<file path="config.mk">
export PLATFORM = sky130hd
export DESIGN_NAME = gather
export DESIGN_NICKNAME = d
export VERILOG_FILES = /design/src/rtl/gather.sv
export SDC_FILE = /design/constraint.sdc
export NUM_CORES = 1
export LEC_CHECK = 0
export CAP_MARGIN = 15
export CORE_MARGIN = 1
export CORE_UTILIZATION = 30
export CTS_BUF_LIST = sky130_fd_sc_hd__clkbuf_4 sky130_fd_sc_hd__clkbuf_8
export CTS_CLUSTER_DIAMETER = 100
export DETAILED_ROUTE_END_ITERATION = 12
export PLACE_DENSITY_LB_ADDON = 0.15
export SLEW_MARGIN = 15
export SYNTH_ARGS = -nofsm -noshare
export SYNTH_HDL_FRONTEND = slang
export SYNTH_SLANG_ARGS = --single-unit
</file>
<file path="constraint.sdc">
create_clock -name clk -period 1.44 [get_ports clk]
set_clock_uncertainty 0.15 [all_clocks]
set_input_delay 0.288 -clock clk [delete_from_list [all_inputs] [get_ports clk]]
set_output_delay 0.288 -clock clk [all_outputs]
set_load 0.01 [all_outputs]
</file>
<file path="src/rtl/gather.sv">
// Stream-to-vector collector: assembles index-tagged words 0..N-1 into one
// N-wide vector, presents it on a strobe/ready port, and flags index errors.
module gather #(
   parameter int W = 8,
   parameter int N = 2
) (
   input  logic                      clk,
   input  logic                      rst,
   input  logic                      s_stb,
   input  logic [$clog2(N)+W-1:0]    s_dat,
   output logic                      s_rdy,
   output logic                      m_stb,
   output logic [N*W-1:0]            m_dat,
   input  logic                      m_rdy,
   output logic                      err
);

   localparam int IW = $clog2(N);

   typedef enum logic {
      FILL = 1'b0,
      HOLD = 1'b1
   } state_t;

   state_t          state_q, state_d;
   logic [IW-1:0]   cnt_q, cnt_d;
   logic [N*W-1:0]  vec_q, vec_d;
   logic            err_q, err_d;

   logic [IW-1:0]   idx_s;
   logic [W-1:0]    dat_s;
   logic            wr_en_s;
   logic [IW-1:0]   wr_idx_s;

   assign idx_s = s_dat[IW+W-1:W];
   assign dat_s = s_dat[W-1:0];

   // Next-state, expected-index and element write selection.
   always_comb begin
      state_d  = state_q;
      cnt_d    = cnt_q;
      err_d    = err_q;
      wr_en_s  = 1'b0;
      wr_idx_s = cnt_q;
      case (state_q)
         FILL: begin
            if (s_stb) begin
               if (idx_s == cnt_q) begin
                  wr_en_s = 1'b1;
                  if (cnt_q == IW'(N - 1)) begin
                     cnt_d   = '0;
                     state_d = HOLD;
                  end else begin
                     cnt_d = cnt_q + IW'(1);
                  end
               end else begin
                  // A stray index 0 restarts the vector; any other mismatch is dropped.
                  err_d = 1'b1;
                  if (idx_s == '0) begin
                     wr_en_s  = 1'b1;
                     wr_idx_s = '0;
                     cnt_d    = IW'(1);
                  end else begin
                     cnt_d = cnt_q;
                  end
               end
            end else begin
               cnt_d = cnt_q;
            end
         end
         HOLD: begin
            if (m_rdy) begin
               state_d = FILL;
            end else begin
               state_d = HOLD;
            end
         end
         default: begin
            state_d = FILL;
         end
      endcase
   end

   // Element register write decode.
   always_comb begin
      vec_d = vec_q;
      for (int i = 0; i < N; i++) begin
         if (wr_en_s && (wr_idx_s == IW'(i))) begin
            vec_d[i*W +: W] = dat_s;
         end else begin
            vec_d[i*W +: W] = vec_q[i*W +: W];
         end
      end
   end

   // State, counter, vector and sticky error registers.
   always_ff @(posedge clk) begin
      if (rst) begin
         state_q <= FILL;
         cnt_q   <= '0;
         vec_q   <= '0;
         err_q   <= 1'b0;
      end else begin
         state_q <= state_d;
         cnt_q   <= cnt_d;
         vec_q   <= vec_d;
         err_q   <= err_d;
      end
   end

   assign s_rdy = (state_q == FILL) && !rst;
   assign m_stb = (state_q == HOLD);
   assign m_dat = vec_q;
   assign err   = err_q;

endmodule
</file>
======== After elaboration in Yosys (flattened, before gate mapping) ========
Cells that the tools add are included.
operators by class
  $add $sub $neg .......................... 1
  eq/ne operators ......................... 2
  mux-type cells .......................... 16
  bitwise gates (word level) .............. 3
  reduce and logical (&&, ||, !) cells .... 6
operator list
  operator                                                                 number
  1-bit two-way mux                                                        15
  3-bit AND reduction                                                      2
  1-bit logical AND                                                        3
  1-bit NOT                                                                3
  2-bit by 1-bit inequality test with 1-bit output, second input constant  1
  1-bit case mux with 2 select lines                                       1
  1-bit adder, second input constant                                       1
  1-bit == test                                                            1
  1-bit logical NOT                                                        1
word-level totals
  register bits after elaboration ......... 19
  input port bits ......................... 13

======== Longest topological paths before layout ========
Gate-level depths: netlist (run 1).
  word-level depth ........................ 6
  gate-level depth with buffers ........... 5

======== Least setup slack after synthesis (run 1) ========
OpenSTA, ideal clock, no wires.
  path kind ............................... register -> register
  start point ............................. register cnt_q
  end point ............................... register vec_q[0] (netlist: m_dat[0])
  setup time .............................. 119 ps
  arrival time ............................ 1269 ps
  data required time ...................... 1171 ps
  setup slack ............................. -98 ps
  cell stages (with the launch flop) ...... 6
  path through ............................ dfxtp_1 -> inv_1 -> ha_1 -> or4b_4 -> buf_6 -> mux2i_1
on the way
  cells in the longest elaborated chain, start to end .. 6
  elaborated cells on any way between the ends .. 10
RTL lines
  element                                             RTL line  source
  start: declaration                                  26        logic [IW-1:0] cnt_q, cnt_d;
  start signal: assignment                            105       cnt_q <= cnt_d;
  1-bit two-way mux or 1-bit == test (tied branches)  59, 48
  1-bit two-way mux                                   48        if (idx_s == cnt_q) begin
  1-bit two-way mux                                   47        if (s_stb) begin
  1-bit two-way mux                                   45        case (state_q)
  1-bit NOT                                           88        if (wr_en_s && (wr_idx_s == IW'(i))) begin
  1-bit logical AND (*)                               88
  end signal: assignment                              106       vec_q <= vec_d;
  end: declaration                                    27        logic [N*W-1:0] vec_q, vec_d;
Mark *: on every way between the ends. The rest lies on a longest branch, timed or not.
A chain may end at the register's enable or synchronous reset.

======== Worst setup path after layout (run 1) ========
  start point ............................. register cnt_q
  end point ............................... register vec_q[1] (netlist: m_dat[1])
Same word-level chain as after synthesis.

==> reports/results.ini, run 1 <==
[min_path]
hold_path.class = flip-flop to flip-flop
hold_depth = 2
hp-start = err$_SDFFE_PP0P_
worstHoldEndpoint = err$_SDFFE_PP0P_

[layout]
n_antenna_cell = 0
layout_commonest_cell = nand2b_1
nets = 131
layout-drive-gt1-share_pct = 20.00
final_cell_mix = nand2b_1, dlygate4sd2_1, dfxtp_1
syn_to_final_growth_pct = 49.55
multi_input_area_um2 = 441.7
fillers = 272
final_cell_area_mm2 = 0.001242
utilization_pct = 48.82
instances_no_fill = 145
ff_latch_area_um2 = 385.4

[clock_network]
clockBufferDepth = 2
root_buffer = clkbuf_4
numCtsBuffers = 3
h-tree-depth = 1
clock_latency_ps = 300
postCtsHoldBufs = 0
cts_tree = done
path_clk_slew_ps = 110
clock_sinks = 19

[sta]
slew_headroom_pct = 86.18
rsz0062_at_grt = yes
report.final.slew_viol_count = 0
hold_viol = 0
tns_ps = -910.0
max_freq_mhz = 640.3
worst_slack_ps = -121.8
finalCriticalPeriod_ps = 1562
setup_viol = 8
timing.final.crit_share_pct = 108.5
worst_slew_pin_slew_ps = 207.3

[global_route]
grt_pass1_wl_um = 2628
gr-usage-met3_pct = 3.333
grt_pass1_vias = 602
grtUsageMet2_pct = 20.48
grt_use_total_pct = 12.74
grt.busiest_layer = met2
antenna_found_initial = 0
globalRouteOverflowTotal = 0
grt_max_degree = 28
use_met1_pct = 14.96

[place]
buffer_ports.inserted = 31
dp_cells = 139
dpl_cell_area_mm2 = 0.001195
dpl.hpwl_um = 1163
place_congestion = 0.6342

[power_and_ir_drop]
p_clk_share_pct = 26.6
pwr-share-comb_pct = 18.4
power_frac_seq_pct = 54.9
switching_power_uw = 258.5
power.density_mw_per_mm2 = 825.9
leakage_uw = 0.0005653
p_int_uw = 767.7
switching_share_pct = 25.19
power.total_uw = 1026
ir_drop_mv = 0.5528

[worst_setup_path]
r2r-start = cnt_q$_SDFFE_PP0P_
ff2ff_path_depth = 3
crit_type = flip-flop to flip-flop
startpoint = cnt_q$_SDFFE_PP0P_
reg2reg_to = m_dat[1]$_SDFFE_PP0P_
crit_fanout = 8
critical_path_arrival_ps = 1610
cp-end-kind = flip-flop
critPathLaunchType = flip-flop
ff2ff_setup_slack_ps = -120
required_ps = 1480

[detailed_routing]
wl_per_cell_um = 11.43
wl_um = 1658
drcViolationCount = 0
vias = 641
drtIter0Drc = 4
drtPass1Iterations = 3
vias_per_cell = 4.421
antenna_left = 0

[status]
violations = negative setup slack
outcome = finished with violations

[logic_synthesis]
yosysTopAreaCell = dfxtp_1
synth_cell_types = 16
postSynthAreaPerCell_um2 = 10.65
synth_seq_area_share_pct = 45.78
syn_area_um2 = 830.8
synth_fp_nets = 93
yosys_warnings = 0
synth.top_cells.by_area = dfxtp_1, mux2i_1, nand2b_1
yosysTopAreaCellShare_pct = 45.78
synth_cells = 78
synth_seq_cells = 19

[floorplanning]
io_pins = 32
initial_core_util_pct = 32.65
die_h_um = 54.63
dieArea_mm2 = 0.002984
die_x_um = 54.63
rows = 18
core-area_mm2 = 0.002545

[job]
drv_cap = 0

power groups by stage:
stage	clock network, µW	logic [µW]	registers [µW]
after floorplan	0	83.1	586
after global placement	0	188	577
after detailed placement	0	192	577
after CTS	284	185	564
after global routing	309	208	568
final	273	189	564
cell type report:
cell class	count	share of cell area, %
multi-input cells	52	35.55
repair buffers	38	27.59
clock buffers	3	1.813
inverters	2	0.6042
well taps	30	3.021
clock inverters	1	0.4028
flip-flops and latches	19	31.02
synth_stat cells:
master and instances:
or3b_2 2, clkbuf_1 3, a211oi_1 1, buf_6 1
a21oi_1 2, mux2i_1 16, nand2b_1 24, ha_1 2
nor2_1 1, or4b_4 1, nand3b_1 1, buf_2 1
dfxtp_1 19, inv_1 2, and4bb_2 1, or2b_1 1
worst max-delay path by stage:
| stage | to | slack [ps] | cells after the start |
|---|---|---|---|
| 2_1_floorplan | m_dat[0]$_SDFFE_PP0P_ | -70 | 4 |
| 3_3_place_gp | m_dat[2]$_SDFFE_PP0P_ | -530 | 4 |
| 3_5_place_dp | m_dat[1]$_SDFFE_PP0P_ | -570 | 4 |
| 4_1_cts | m_dat[1]$_SDFFE_PP0P_ | -170 | 4 |
| 5_1_grt | m_dat[1]$_SDFFE_PP0P_ | -190 | 4 |
| 6_report | m_dat[1]$_SDFFE_PP0P_ | -120 | 3 |
state kept, by name, indices dropped and copies added (netlist names):
| name | flops |
|---|---|
| err | 1 |
| cnt_q | 1 |
| m_dat | 16 |
| m_stb | 1 |
metrics by stage:
stage	setup WS, ps	hold WS, ps
2_1_floorplan	-74.11	302.5
3_3_place_gp	-533.6	294.2
3_5_place_dp	-569.4	296.1
4_1_cts	-171.7	318.2
5_1_grt	-190.9	349.3
6_report	-121.8	320.0
per-layer routing:
metal	wire length [µm]	vias up
li1	-	331
met3	101	2
met2	774	20
met1	766	288
met4	15	0
met5	0	-
repair_timing:
item / in CTS / in global routing
pin swaps: 3 / 3
setup buffers: 1 / 1
resized for setup: 30 / 3
setup endpoints to repair: 37 / 19
logic make-up after synthesis:
group	synth area share (%)
fa+ha+maj	3.012
flops	45.78
buf+inv	4.216
compound gates	2.109
mux	19.28
simple gates	25.60
worst max-delay path: stages (launching register included):
cell	delay, ps
dfxtp_2	350
ha_2	170
or4b_4	630
mux2i_1	150
Note: power is estimated with default switching activity, not from simulation.
==> run 2, diff against run 1 <==
==> constraint.sdc (replaced) <==
create_clock -name clk -period 2 [get_ports clk]
set_clock_uncertainty 0.15 [all_clocks]
set_input_delay 0.4 -clock clk [delete_from_list [all_inputs] [get_ports clk]]
set_output_delay 0.4 -clock clk [all_outputs]
set_load 0.01 [all_outputs]
==> run 2 against run 1 <==
Net effect:
- the flow now finishes without violations
- sequential share of layout area grew 0.42 points
- non-clock buffer count shrank 3
- global-route usage grew 0.21 points
- critical path type is now flip-flop to output pin
- critical endpoint is now m_stb
- largest power group unchanged
- highest routed layer unchanged
==> reports/results.ini, run 2 (synthesis gave the netlist of run 1 again) <==
[clock_network]
path_clk_slew_ps = 100
clock_sinks = 19
clock_latency_ps = 290
clockBufferDepth = 2
numCtsBuffers = 3
cts_tree = done
h-tree-depth = 1
root_buffer = clkbuf_4

[worst_setup_path]
path_cells = clkdlybuf4s50_1
critical-path-top-delay-family = buffers and inverters
crit_fanout = 8
cp-end-kind = output pin
critPathSlowestCell = clkdlybuf4s50_1
path_buf_inv = 1
crit_type = flip-flop to output pin
critical_path_arrival_ps = 1300
slowest_delay_ps = 570
required_ps = 1450
critPathLaunchType = flip-flop

[layout]
fillers = 260
final_cell_mix = clkdlybuf4s50_1, nand2b_1, dfxtp_1
utilization_pct = 47.54
final_cell_area_mm2 = 0.001210
syn_to_final_growth_pct = 45.63
multi_input_area_um2 = 415.4
ff_latch_area_um2 = 380.4
n_antenna_cell = 0
nets = 128
layout_commonest_cell = clkdlybuf4s50_1
largest_reg_flops = 16
layout-drive-gt1-share_pct = 10.71

[sta]
worst_slew_pin_slew_ps = 207.3
report.final.slew_viol_count = 0
worst_slack_ps = 148.0
max_freq_mhz = 540.0
rsz0062_at_grt = no
finalCriticalPeriod_ps = 1852
hold_viol = 0
timing.final.crit_share_pct = 92.60
setup_viol = 0
slew_headroom_pct = 86.16

[global_route]
antenna_found_initial = 0
grt_pass1_vias = 608
grt_pass1_wl_um = 2608
grt_max_degree = 28
grt_use_total_pct = 12.95
globalRouteOverflowTotal = 0

[detailed_routing]
drtPass1Iterations = 2
antenna_left = 0
drcViolationCount = 0
vias_per_cell = 4.394
wl_um = 1574
wl_per_cell_um = 11.08
vias = 624
drtIter0Drc = 2

[place]
buffer_ports.inserted = 31
dpl.hpwl_um = 1137
place_congestion = 0.6044
dpl_cell_area_mm2 = 0.001181
post-place-ws_ps = -137.8

[power_and_ir_drop]
switching_power_uw = 168.0
power.density_mw_per_mm2 = 610.2
power_frac_seq_pct = 55.0
pwr-share-comb_pct = 17.7
p_clk_share_pct = 27.3
switching_share_pct = 22.75
p_int_uw = 570.3
power.total_uw = 738.3
ir_drop_mv = 0.5404
leakage_uw = 0.0004739

[floorplanning]
rows = 18
dieArea_mm2 = 0.002984
die_x_um = 54.63
io_pins = 32
core-area_mm2 = 0.002545
die_h_um = 54.63
initial_core_util_pct = 32.65

[min_path]
hold_path.class = flip-flop to flip-flop

[job]
drv_cap = 0

[status]
outcome = finished clean

-- run 2: cell types whose count changed in the layout (fill, tap and decap cells not counted), moves of 2 or more --
cell and delta:
ha_1 +2, dlygate4sd2_1 -17, dfxtp_1 +2, buf_6 -2
clkdlybuf4s50_1 +19
-- run 2: cell type report --
type,count,area share [%]
inverter,2,0.6205
tap,30,3.102
timing repair buffer,35,28.02
clock buffer,4,2.482
multi-input combinational,52,34.33
sequential,19,31.44
-- run 2: layer usage --
layer	share of wire (%)	GRT usage [%]	vias up
met2	46	21.29	21
met1	46	14.21	273
met5	0	0	-
li1	-	-	328
met3	6.4	6.111	2
met4	1.2	5.128	0
-- run 2: path summary, 6_finish.rpt --
kind / startpoint / end / slack, ps / depth (start not counted)
worst max-delay path: m_stb$_SDFF_PP0_ / m_stb / 150 / 1
worst min-delay path: err$_SDFFE_PP0P_ / err$_SDFFE_PP0P_ / 300 / 2
worst min register to register: err$_SDFFE_PP0P_ / err$_SDFFE_PP0P_ / 300 / 2
worst max register to register: cnt_q$_SDFFE_PP0P_ / m_dat[7]$_SDFFE_PP0P_ / 400 / 4
-- run 2: timing repair --
action	4_1_cts	5_1_grt
buffers inserted	0	0
hold buffers	0	0
resized for setup	1	0
endpoints found under the setup margin	1	0
-- run 2: through the flow --
stage / setup TNS (ps) / cells / hold WS (ps)
finish: 0 / 142 / 301.7
global route: 0 / 142 / 347.0
CTS: 0 / 142 / 310.2
detailed placement: -1074 / 138 / 291.7
global placement: -842.6 / 138 / 292.1
floorplan: 0 / 78 / 311.7
-- run 2: worst register-to-register path: cells and delay by family, from the launching register on --
kind / cells / cell delay, ps
multiplexers: 1 / 150
AND/OR/NAND/NOR: 1 / 590
flip-flops: 1 / 360
buffers and inverters: 1 / 60
adder cells (fa/ha/maj): 1 / 190
-- run 2: power groups by stage --
stage / sequential (µW) / clock [µW] / combinational, µW
after global routing: 409 / 239 / 145
after global placement: 415 / 0 / 133
after CTS: 407 / 214 / 134
final: 406 / 201 / 131
after floorplan: 422 / 0 / 59.4
after detailed placement: 415 / 0 / 134
==> run 3, diff against run 2 <==
==> constraint.sdc (replaced) <==
create_clock -name clk -period 2 [get_ports clk]
set_clock_uncertainty 0.15 [all_clocks]
set_input_delay 0.3 -clock clk [delete_from_list [all_inputs] [get_ports clk]]
set_output_delay 0.3 -clock clk [all_outputs]
set_load 0.01 [all_outputs]
==> run 3 against run 2 <==
Net effect:
- register-to-register slack about the same
- fmax up 2.7%
- via count unchanged
- sequential cell count unchanged
- clock power about the same
- routed wire length about the same
- die area unchanged
- critical path type is now input pin to output pin
- highest routed layer unchanged
==> reports/results.ini, run 3 (synthesis gave the netlist of run 1 again) <==
[sta]
max_freq_mhz = 554.7
finalCriticalPeriod_ps = 1803
hold_slack_ps = 301.7
hold_viol = 0
timing.final.crit_share_pct = 90.14
report.final.slew_viol_count = 0
slew_headroom_pct = 86.16
rsz0062_at_grt = no
setup_viol = 0
worst_slew_pin_slew_ps = 207.3

[global_route]
antenna_found_initial = 0
grtUsageMet2_pct = 21.29
grt_max_degree = 28
grt.busiest_layer = met2
grt_pass1_vias = 614
gr-usage-met3_pct = 6.111
grt_pass1_wl_um = 2622
grt_use_total_pct = 13.00
globalRouteOverflowTotal = 0
use_met1_pct = 14.38

[clock_network]
cts_tree = done
h-tree-depth = 1
clock_sinks = 19
path_clk_slew_ps = 100
numCtsBuffers = 3
postCtsHoldBufs = 0
cts_resized = 0
clockBufferDepth = 2
clock_latency_ps = 290
root_buffer = clkbuf_4
post-cts-setup-buffers = 0

[floorplanning]
dieArea_mm2 = 0.002984
die_h_um = 54.63
io_pins = 32
die_x_um = 54.63
rows = 18
core-area_mm2 = 0.002545
initial_core_util_pct = 32.65

[worst_setup_path]
ff2ff_setup_slack_ps = 400
required_ps = 1550
slowest_delay_ps = 540
r2r-start = cnt_q$_SDFFE_PP0P_
startpoint = rst
critPathMostFrequentCell = clkdlybuf4s50_1
critPathSlowestCell = clkdlybuf4s50_1
crit_type = input pin to output pin
critical_path_arrival_ps = 1350
ff2ff_path_depth = 4
critPathLaunchType = input pin
cp-end-kind = output pin
path_cells = clkdlybuf4s50_1 -> nor2_1 -> clkdlybuf4s50_1
reg2reg_to = m_dat[7]$_SDFFE_PP0P_
crit_fanout = 2

[detailed_routing]
wl_um = 1575
drcViolationCount = 0
drtPass1Iterations = 2
drtIter0Drc = 2
vias = 624
antenna_left = 0
vias_per_cell = 4.394
wl_per_cell_um = 11.09

[power_and_ir_drop]
ir_drop_mv = 0.5404
leakage_uw = 0.0004724
power.density_mw_per_mm2 = 610.4
power.total_uw = 739.3

[layout]
syn_to_final_growth_pct = 45.78
layout_commonest_cell = clkdlybuf4s50_1
n_antenna_cell = 0
largest_reg_flops = 16
nets = 128
layout-drive-gt1-share_pct = 10.71
final_cell_mix = clkdlybuf4s50_1, nand2b_1, dfxtp_1

[min_path]
hold_path.class = flip-flop to flip-flop
worstHoldEndpoint = err$_SDFFE_PP0P_
hp-start = err$_SDFFE_PP0P_
hold_depth = 2

[place]
buffer_ports.inserted = 31
place_congestion = 0.6044
dpl.hpwl_um = 1137

[status]
outcome = finished clean

[job]
drv_cap = 0

## run 3: changes by cell type in the layout (fill, tap and decap cells not counted), sizes merged
cell / previous run / this run
dlygate4sd2: 1 / 0
clkdlybuf4s50: 30 / 31
## run 3: worst max-delay path, delay by kind of cell
kind	cells	cell delay, ps
and+or+nand+nor	1	90
buffers and inverters	2	960
## run 3: final cells by class
class	instances	area (µm²)
fillers	259	1334
multi-input cells	52	415.4
flip-flops and latches	19	380.4
repair buffers	35	340.3
well taps	30	37.54
clock buffers	4	30.03
inverters	2	7.507
## run 3: metrics by stage
step	util (%)	instances	setup TNS, ps	setup slack [ps]	instance area [µm²]
CTS	47.59	142	0	183.0	1211
finish	47.59	142	0	197.3	1211
detailed placement	46.41	138	-245.9	-37.76	1181
global route	47.59	142	0	130.7	1211
global placement	46.41	138	-33.98	-4.635	1181
floorplan	-	78	0	450.0	830.8
## run 3: how the worst max path moves through the flow
stage	to	slack (ps)	cells past startpoint
2_1_floorplan	m_dat[0]$_SDFFE_PP0P_	450	4
3_3_place_gp	m_dat[7]$_SDFFE_PP0P_	-5	4
3_5_place_dp	m_dat[7]$_SDFFE_PP0P_	-40	4
4_1_cts	s_rdy	180	3
5_1_grt	s_rdy	130	2
6_report	s_rdy	200	3
## run 3: report_power, final
group | internal, µW | switching (µW) | total [µW]
combinational | 83.9 | 48.1 | 132
clock | 91.0 | 110 | 201
sequential | 396 | 9.77 | 406
## run 3: per-layer routing
| metal | share of wire, % | wire length (µm) |
|---|---|---|
| met2 | 46 | 724 |
| met3 | 6.1 | 96 |
| met1 | 47 | 735 |
| met5 | 0 | 0 |
| met4 | 1.2 | 19 |
